[src/rtl/cmul_acc_8b_pkg.sv]
// Shared math package for the constant-multiplier datapath: operation codes
// and the frame accumulator's control state type.
package cmul_acc_8b_pkg;

    localparam logic [1:0] MATH_OP_ADD = 2'd0;
    localparam logic [1:0] MATH_OP_SUB = 2'd1;
    localparam logic [1:0] MATH_OP_MUL = 2'd2;
    localparam logic [1:0] MATH_OP_ACC = 2'd3;

    // IDLE: no partial sum, ACC: partial sum held, HOLD: result presented
    typedef enum logic [1:0] {
        ST_IDLE = 2'd0,
        ST_ACC  = 2'd1,
        ST_HOLD = 2'd2
    } acc_state_e;

endpackage

[src/rtl/cmul_acc_8b.sv]
// Frame accumulator: sums product samples until in_last_i or ACC_LEN samples,
// then presents the sum and sample count on a valid/ready output.
module cmul_acc_8b
    import cmul_acc_8b_pkg::*;
#(
    parameter  int C_SIG   = 0,
    parameter  int I_WIDTH = 14,
    parameter  int ACC_LEN = 16,
    localparam int O_WIDTH = I_WIDTH + $clog2(ACC_LEN),
    localparam int L_WIDTH = $clog2(ACC_LEN + 1)
) (
    input  logic               clk_i,
    input  logic               rst_n_i,
    input  logic [I_WIDTH-1:0] in_data_i,
    input  logic               in_valid_i,
    input  logic               in_last_i,
    output logic               in_ready_o,
    output logic [O_WIDTH-1:0] out_data_o,
    output logic [L_WIDTH-1:0] out_len_o,
    output logic               out_valid_o,
    input  logic               out_ready_i
);

    localparam logic [L_WIDTH-1:0] LEN_ONE = L_WIDTH'(1);
    localparam logic [L_WIDTH-1:0] LEN_MAX = L_WIDTH'(ACC_LEN);

    acc_state_e         state_reg;
    logic [O_WIDTH-1:0] acc_reg;
    logic [L_WIDTH-1:0] cnt_reg;
    logic               valid_reg;

    logic [O_WIDTH-1:0] ext_data;
    logic [L_WIDTH-1:0] cnt_inc;
    logic               accept;
    logic               hold_xfer;

    generate
        if (C_SIG != 0) begin : g_sext
            assign ext_data = {{(O_WIDTH - I_WIDTH){in_data_i[I_WIDTH-1]}}, in_data_i};
        end else begin : g_zext
            assign ext_data = {{(O_WIDTH - I_WIDTH){1'b0}}, in_data_i};
        end
    endgenerate

    // Only out_ready_i reaches in_ready_o combinationally; everything else is registered state.
    assign in_ready_o = (state_reg != ST_HOLD) || out_ready_i;
    assign accept     = in_valid_i && in_ready_o;
    assign hold_xfer  = (state_reg == ST_HOLD) && out_ready_i;
    assign cnt_inc    = cnt_reg + LEN_ONE;

    assign out_data_o  = acc_reg;
    assign out_len_o   = cnt_reg;
    assign out_valid_o = valid_reg;

    always_ff @(posedge clk_i or negedge rst_n_i) begin
        if (!rst_n_i) begin
            state_reg <= ST_IDLE;
            acc_reg   <= '0;
            cnt_reg   <= '0;
            valid_reg <= 1'b0;
        end else begin
            case (state_reg)
                ST_ACC: begin
                    if (accept) begin
                        acc_reg <= acc_reg + ext_data;
                        cnt_reg <= cnt_inc;
                        if (in_last_i || (cnt_inc == LEN_MAX)) begin
                            state_reg <= ST_HOLD;
                            valid_reg <= 1'b1;
                        end
                    end
                end
                // IDLE and HOLD-with-transfer share the frame-start path, so a
                // result handed off while a sample arrives costs no bubble.
                ST_IDLE, ST_HOLD: begin
                    if (accept) begin
                        acc_reg <= ext_data;
                        cnt_reg <= LEN_ONE;
                        if (in_last_i || (LEN_ONE == LEN_MAX)) begin
                            state_reg <= ST_HOLD;
                            valid_reg <= 1'b1;
                        end else begin
                            state_reg <= ST_ACC;
                            valid_reg <= 1'b0;
                        end
                    end else if (hold_xfer) begin
                        state_reg <= ST_IDLE;
                        valid_reg <= 1'b0;
                    end
                end
                default: begin
                    state_reg <= ST_IDLE;
                    valid_reg <= 1'b0;
                end
            endcase
        end
    end

endmodule

[config.mk]
export PLATFORM = sky130hd
export DESIGN_NAME = cmul_acc_8b
export DESIGN_NICKNAME = d
export VERILOG_FILES = /design/src/rtl/cmul_acc_8b_pkg.sv /design/src/rtl/cmul_acc_8b.sv
export SDC_FILE = /design/constraint.sdc
export NUM_CORES = 1
export LEC_CHECK = 0
export ABC_AREA = 1
export CORE_ASPECT_RATIO = 0.7
export CORE_UTILIZATION = 35
export CTS_CLUSTER_DIAMETER = 60
export CTS_CLUSTER_SIZE = 24
export DETAILED_ROUTE_END_ITERATION = 6
export SLEW_MARGIN = 5
export SYNTH_ARGS = -nofsm -noshare
export SYNTH_HDL_FRONTEND = slang
export SYNTH_SLANG_ARGS = --single-unit
export TNS_END_PERCENT = 30
[constraint.sdc]
create_clock -name clk_i -period 4.9 [get_ports clk_i]
set_input_delay 0.735 -clock clk_i [delete_from_list [all_inputs] [get_ports clk_i]]
set_output_delay 0.735 -clock clk_i [all_outputs]
set_load 0.01 [all_outputs]
==> impl_metrics.toml, run 1 <==
[worst_setup_path]
endpoint = "in_ready_o"
r2r_slack_ns = 2.91
path_max_fanout = 3
cp-start-kind = "input port"
rr_worst_depth = 10
critPathMostFrequentCell = "clkdlybuf4s50_1"
crit_path_cell_trace = "clkdlybuf4s50_1 -> nand3b_4 -> clkdlybuf4s50_1"
criticalPathCategory = "in2out"
slowest_delay_ns = 0.54
timing.rr.start = "out_data_o[0]"
rr_endpoint = "out_data_o[16]"
critPathLaunch = "out_ready_i"
critPathArrivalTime_ns = 1.86
cp_data_required_time_ns = 4.16
crit_slowest_cell = "clkdlybuf4s50_1"
endpoint_kind = "primary output"

[floorplan]
io_pins = 44
fp.dieH_um = 64.22
dieWidth_um = 90.89
core-area_um2 = 5285
die-area_um2 = 5837
fp-row-count = 22
initial_core_util_pct = 36.62

[logic_synthesis]
synth-adder-area-share_pct = 10.73
synthMuxAreaShare_pct = 0
yosysTopAreaCell = "dfrtp_1"
yosysSeqAreaShare_pct = 32.32
syn_avg_cell_area_um2 = 7.222
yosys.area_share.simple_pct = 32.58
ys.flop_type = "dfrtp_1"
yosys.area_share.xor_xnor_pct = 2.262
synth.most_common_cell = "nand2_1"
synth_area_um2 = 1936
syn-instance-count = 268
synth_cell_types = 33
synthTopCellsByCount = "nand2_1 (87), dfrtp_1 (25), nor2_1 (23), inv_1 (21), nand3_1 (21)"
async_reset_ff_share_pct = 100.0
synth-seq-cells = 25
synth.area.top_cells = "dfrtp_1 (32%), nand2_1 (17%), ha_1 (9.7%), nand3_1 (5.4%), a21oi_1 (4.9%)"
yosys_warnings = 0
synth_edf_count = 0
synth_top_family_by_area = "simple AND/OR/NAND/NOR gates"
synth_nets = 303
synth_compound_area_share_pct = 15.90
netlist.area_leader.share_pct = 32.32

[drt]
wl_met2_um = 1921
ant_nets = 0
wire_per_inst_um = 12.90
vias = 1939
routed_wl_um = 4978
drt_iter0_drc = 138
drc = 0
top_layer_used = "met4"
wl_met3_um = 323
wl_met1_um = 2709
routed_via_density = 5.023
first_pass_iters = 4

[clocking]
clk_pin_slew_ns = 0.09
ctsResizeCount = 0
clk_latency_ns = 0.27
cts_tree = "built"
cts_max_level = 1
cts.sinks = 25
numCtsBuffers = 3
cts_hold_buf = 0
cts_setup_buffers = 0
cts_root_buffer = "clkbuf_8"
clk_path_buf_depth = 2

[global_route]
grt_max_degree = 26
grt_pass1_vias = 1812
antenna_found_initial = 0
grt_use_total_pct = 17.86
grt_pass1_wl_um = 8362
grt_overflow = 0

[sta]
hold_violations = 0
timing.final.crit_share_pct = 53.06
post-route-min-period_ns = 2.600
setup-violations-final = 0
finClkSkew_ns = 0.003208
tns_ns = 0
tightest_slew_ns = 0.3497
setup_slack_ns = 2.300
rsz0062_at_grt = "no"
max-slew-margin-rel_pct = 76.69
fmax_mhz = 384.7
slew_viol_final = 0

[power_and_ir_drop]
powerDensity_nw_per_um2 = 553.0
vdd_drop_max_mv = 0.2046
p_leak_nw = 1.193

[finish]
largest_register_ffs = 18
area_growth_pct = 28.83
antenna_cells = 0
nets = 350
drive_above_1_share_pct = 6.369
fillers = 559

[job]
cap_violations = 0

[placement]
dp_hpwl_um = 3745
pre_cts_slack_ns = 2.139
port_buffers = 43
gp_congestion = 0.8587

[outcome]
status = "complete, no violations"

[hold_path]
hp-class = "reg2reg"
-- cell usage in the layout (no fill, tap or decap), types with 4 or more instances in the layout --
master           instances
nand2_1                 87
clkdlybuf4s50_1         43
dfrtp_1                 25
nor2_1                  23
inv_1                   21
nand3_1                 21
a21oi_1                 19
ha_1                    15
o21ai_0                  9
o211ai_1                 5
a22o_2                   4
nor3_1                   4
xor2_1                   4
-- area by class of cell --
type	instances	area (µm²)	share of cell area, %
multi-input combinational	215	1190	47.72
clock buffer	3	41.29	1.656
sequential	25	625.6	25.09
tap	72	90.09	3.613
inverter	26	103.9	4.165
timing repair buffer	44	437.9	17.56
clock inverter	1	5.005	0.2007
-- metal layers --
metal  global-route usage, %  vias up
met5                       0        -
met4                   1.587        0
met3                   3.929        4
met2                   26.61       52
met1                   27.02      892
li1                        -      991
-- power breakdown --
group          total (mW)  internal (mW)  leakage (nW)  switching, mW
sequential          0.369          0.286         0.316         0.0835
combinational       0.880          0.388         0.852          0.493
clock               0.129         0.0571        0.0255         0.0722
total                1.38          0.731          1.19          0.648
-- worst min path at each step --
stage,startpoint,endpoint,slack [ns],cells after the start
global route,out_data_o[0],out_data_o[0],0.58,2
CTS,out_data_o[0],out_data_o[0],0.54,2
detailed placement,out_data_o[0],out_data_o[0],0.51,2
floorplan,rst_n_i,out_data_o[0],0.44,0
finish,out_data_o[0],out_data_o[0],0.53,2
global placement,out_data_o[0],out_data_o[0],0.52,2
-- worst max-delay path: cells and delay by family --
kind	cells	cell delay [ns]
buf+inv	2	0.99
simple gates	1	0.14
-- kinds of logic (layout without fill, tap and decap cells) --
group,count (synthesis),count (layout)
AO/OA/AOI/OAI,49,49
XOR/XNOR,5,5
adder cells (fa/ha/maj),16,16
buffers and inverters,28,74
flip-flops,25,25
AND/OR/NAND/NOR,145,145
-- through the flow --
step                util, %  power [mW]  cells  hold slack, ns  cell area, µm²
CTS                   47.18       1.387    386          0.5412            2494
finish                47.18       1.379    386          0.5347            2494
floorplan                 -      0.9363    268          0.4394            1936
global route          47.18       1.512    386          0.5751            2494
detailed placement    46.31       1.247    382          0.5149            2447
global placement      46.31       1.248    382          0.5177            2447
Power figures use the tool's default switching activity.
==> run 2: changes to the inputs <==
==> constraint.sdc (replaced) <==
create_clock -name clk_i -period 2.6 [get_ports clk_i]
set_input_delay 0.39 -clock clk_i [delete_from_list [all_inputs] [get_ports clk_i]]
set_output_delay 0.39 -clock clk_i [all_outputs]
set_load 0.01 [all_outputs]
==> impl_metrics.toml, run 2 (same netlist as run 1, synthesis figures left out) <==
[outcome]
status = "complete, no violations"

[finish]
seq_area_um2 = 625.6
fillers = 562
multi_input_area_um2 = 1190
fin_area_um2 = 2492
drive_above_1_share_pct = 6.051
area_growth_pct = 28.77
mostFrequentLayoutCells = "nand2_1 (87), clkdlybuf4s50_1 (43), dfrtp_1 (25), nor2_1 (23)"
nets = 350
antenna_cells = 0
final_common_cell = "nand2_1"
largest_register_ffs = 18

[drt]
vias = 1926
ant_nets = 0
wire_per_inst_um = 13.01
drt_iter0_drc = 196
drc = 0
first_pass_iters = 4
routed_wl_um = 5022
routed_via_density = 4.990

[placement]
dp_hpwl_um = 3778
port_buffers = 43
placed_area_um2 = 2447
gp_congestion = 0.8454

[clocking]
clk_latency_ns = 0.27
cts_setup_buffers = 0
cts.sinks = 25
ctsResizeCount = 0
cts_tree = "built"
clk_pin_slew_ns = 0.10
numCtsBuffers = 3
clk_path_buf_depth = 2
cts_max_level = 1
cts_root_buffer = "clkbuf_8"
cts_hold_buf = 0

[global_route]
grt_max_degree = 26
grt_use_total_pct = 18.19
grt_overflow = 0
antenna_found_initial = 0
grt_pass1_wl_um = 8493
grt_pass1_vias = 1765

[sta]
setup-violations-final = 0
slew_viol_final = 0
finClkSkew_ns = 0.007281
rsz0062_at_grt = "no"
post-route-min-period_ns = 2.080
fmax_mhz = 480.7
tightest_slew_ns = 0.3376
hold_violations = 0
holdWs_ns = 0.4768
timing.final.crit_share_pct = 80.01
tns_ns = 0
max-slew-margin-rel_pct = 77.49

[floorplan]
dieWidth_um = 90.89
fp-row-count = 22
initial_core_util_pct = 36.62
die-area_um2 = 5837
core-area_um2 = 5285
io_pins = 44
fp.dieH_um = 64.22

[job]
cap_violations = 0

[power_and_ir_drop]
finalPower_mw = 2.602
vdd_drop_max_mv = 0.3637
powerDensity_nw_per_um2 = 1044
p_leak_nw = 1.190

[worst_setup_path]
endpoint_kind = "register"
critPathArrivalTime_ns = 2.25
criticalPathCategory = "in2reg"
cp_data_required_time_ns = 2.77
path_max_fanout = 4
cp-start-kind = "input port"

[hold_path]
hp-class = "in2async"
## run 2: report_power, final
| group | total, mW | switching, mW | internal, mW |
|---|---|---|---|
| combinational | 1.67 | 0.936 | 0.732 |
| sequential | 0.693 | 0.155 | 0.539 |
| clock | 0.240 | 0.131 | 0.110 |
| total | 2.60 | 1.22 | 1.38 |
## run 2: worst paths after layout
check	cells after the start	endpoint	startpoint	slack [ns]
worst max-delay path	11	out_data_o[16]	in_data_i[0]	0.52
max in group asynchronous	2	out_len_o[3]	rst_n_i	1.87
min in group clk_i	2	out_data_o[0]	out_data_o[0]	0.54
worst min-delay path	2	out_data_o[8]	rst_n_i	0.48
worst min register to register	2	out_data_o[0]	out_data_o[0]	0.54
worst max register to register	10	out_data_o[16]	out_data_o[0]	0.68
## run 2: final cells by class
type / count / share of cell area, %
flip-flops and latches: 25 / 25.10
well taps: 72 / 3.614
inverters: 26 / 4.167
repair buffers: 44 / 17.57
multi-input cells: 215 / 47.74
clock buffers: 4 / 1.807
## run 2: through the flow
stage / worst slack [ns] / instances / util (%)
2_1_floorplan: 0.8108 / 268 / -
3_3_place_gp: 0.2829 / 382 / 46.31
3_5_place_dp: 0.2452 / 382 / 46.31
4_1_cts: 0.5267 / 386 / 47.16
5_1_grt: 0.3395 / 386 / 47.16
6_report: 0.5198 / 386 / 47.16
## run 2: worst max-delay path, cell delays in order
cell	delay (ns)
clkdlybuf4s50_1	0.42
ha_1	0.24
fa_1	0.39
nand2_1	0.12
nand3_1	0.11
nand3_1	0.09
nand2_1	0.09
nand3_1	0.09
nand2_1	0.10
a21oi_1	0.14
nor2_1	0.06
## run 2: metal layers
layer  routed length [µm]  track usage, %  vias up
met3                  310           3.333        2
li1                     -               -      986
met5                    0               0        -
met2                 1956           26.70       61
met4                   10           1.786        0
met1                 2744           28.24      877
==> run 3: changes to the inputs <==
==> constraint.sdc (replaced) <==
create_clock -name clk_i -period 1.8 [get_ports clk_i]
set_input_delay 0.27 -clock clk_i [delete_from_list [all_inputs] [get_ports clk_i]]
set_output_delay 0.27 -clock clk_i [all_outputs]
set_load 0.01 [all_outputs]
==> impl_metrics.toml, run 3 (same netlist as run 1, synthesis figures left out) <==
[outcome]
status = "complete, no violations"

[worst_setup_path]
path_max_fanout = 4
critical-path-top-delay-family = "simple AND/OR/NAND/NOR gates"
cp-start-kind = "input port"
cp_data_required_time_ns = 1.97
rr_endpoint = "out_data_o[14]"
critPathMostFrequentCell = "nand2_2"
critPathArrivalTime_ns = 1.95
crit_slowest_cell = "clkdlybuf4s50_1"
r2r_slack_ns = 0.04
criticalPathCategory = "in2reg"
timing.rr.start = "out_data_o[0]"
cp_num_buf_inv = 1
endpoint_kind = "register"
slowest_delay_ns = 0.42
rr_worst_depth = 10
crit_path_cell_trace = "clkdlybuf4s50_1 -> ha_2 -> fa_2 -> nand2_2 -> nand3_2 -> nand3_2 -> nand2_2 -> nand3_1 -> nand2_2 -> a21oi_1 -> nor2_1"

[floorplan]
die-area_um2 = 5837
fp-row-count = 22
fp.dieH_um = 64.22
dieWidth_um = 90.89
initial_core_util_pct = 36.62
io_pins = 44
core-area_um2 = 5285

[sta]
setup_slack_ns = 0.01898
post-route-min-period_ns = 1.781
setup-violations-final = 0
holdWs_ns = 0.3140
slew_viol_final = 0
finClkSkew_ns = 0.005224
fmax_mhz = 561.5
timing.final.crit_share_pct = 98.95
tns_ns = 0
rsz0062_at_grt = "yes"
tightest_slew_ns = 0.3380
hold_violations = 0
max-slew-margin-rel_pct = 77.47

[global_route]
grt_pass1_wl_um = 8576
grt_use_total_pct = 18.44
grt_pass1_vias = 1855
grt_overflow = 0
antenna_found_initial = 0
grt_max_degree = 26

[hold_path]
whs_endpoint = "out_data_o[7]"
hold_depth = 3
hp-class = "in2reg"
hold_start = "in_data_i[7]"

[placement]
gp_congestion = 0.8251
dp.cells = 405
pre_cts_slack_ns = -0.4536
dp_hpwl_um = 3994
placed_area_um2 = 2620
port_buffers = 43

[drt]
routed_wl_um = 5303
drt_iter0_drc = 116
vias = 1995
first_pass_iters = 4
ant_nets = 0
routed_via_density = 4.866
wire_per_inst_um = 12.93
drc = 0

[finish]
area_growth_pct = 45.64
drive_above_1_share_pct = 19.82
mostFrequentLayoutCells = "nand2_1 (83), clkdlybuf4s50_1 (40), dfrtp_1 (25), buf_4 (25), nor2_1 (23)"
nets = 374
antenna_cells = 0
post-route-util_pct = 53.34
fin_cells = 410
final_common_cell = "nand2_1"
largest_register_ffs = 18
fin_area_um2 = 2819

[power_and_ir_drop]
switchingPower_mw = 1.950
intPower_mw = 2.407
swShare_pct = 44.75
p_comb_share_pct = 68.3
vdd_drop_max_mv = 0.5717
finalPower_mw = 4.357
power_frac_clock_pct = 8.3
powerDensity_nw_per_um2 = 1546
pwr-share-seq_pct = 23.4
p_leak_nw = 1.345

[clocking]
clk_pin_slew_ns = 0.10
cts_max_level = 1
clk_latency_ns = 0.28
clk_path_buf_depth = 2
cts.sinks = 25
numCtsBuffers = 3
cts_tree = "built"
cts_root_buffer = "clkbuf_8"
cts_hold_buf = 0

[job]
cap_violations = 0
## run 3: changes by cell type in the layout (fill, tap and decap cells not counted), moves of 4 or more
| cell | previous run | this run |
|---|---|---|
| buf_4 | 1 | 25 |
| ha_1 | 15 | 7 |
| a21oi_1 | 19 | 13 |
| a21oi_2 | 0 | 6 |
| ha_4 | 0 | 6 |
| nand2_1 | 87 | 83 |
| nand2_2 | 2 | 6 |
| nand3_1 | 21 | 17 |
| nand3_2 | 0 | 4 |
## run 3: metal layers
layer / vias to the layer above / GRT usage (%) / share of wire, %
met2: 39 / 27.56 / 41
met5: - / 0 / 0
li1: 1031 / - / -
met4: 0 / 2.976 / 0.32
met1: 921 / 27.37 / 54
met3: 4 / 4.048 / 4.2
## run 3: cell type report
cell class                 count  area [µm²]
inverter                      26       103.9
timing repair buffer          68       625.6
clock inverter                 1       7.507
fill                         529        2466
tap                           72       90.09
clock buffer                   3       41.29
sequential                    25       625.6
multi-input combinational    215        1325
## run 3: repair_timing
action	4_1_cts	5_1_grt
buffers inserted	1	0
pin swaps	2	4
setup endpoints to repair	8	14
gates resized for setup	9	21
## run 3: power by group through the flow
stage | clock network [mW] | registers, mW | logic [mW]
2_1_floorplan | 0 | 1.07 | 1.48
3_3_place_gp | 0 | 0.994 | 2.72
3_5_place_dp | 0 | 0.991 | 2.74
4_1_cts | 0.373 | 0.987 | 2.81
5_1_grt | 0.403 | 1.05 | 3.30
6_report | 0.361 | 1.02 | 2.98
## run 3: worst max-delay path by stage
stage,from,to,cells past startpoint
after floorplan,out_data_o[0],out_data_o[14],10
after global placement,in_data_i[0],out_data_o[16],11
after detailed placement,in_data_i[0],out_data_o[16],11
after CTS,in_data_i[0],out_data_o[16],11
after global routing,in_data_i[0],out_data_o[16],12
final,in_data_i[0],out_data_o[14],11
## run 3: tightest hold or removal path, cell delays in order
cell,delay [ns]
dlymetal6s2s_1,0.15
nand2_1,0.07
o211ai_1,0.07
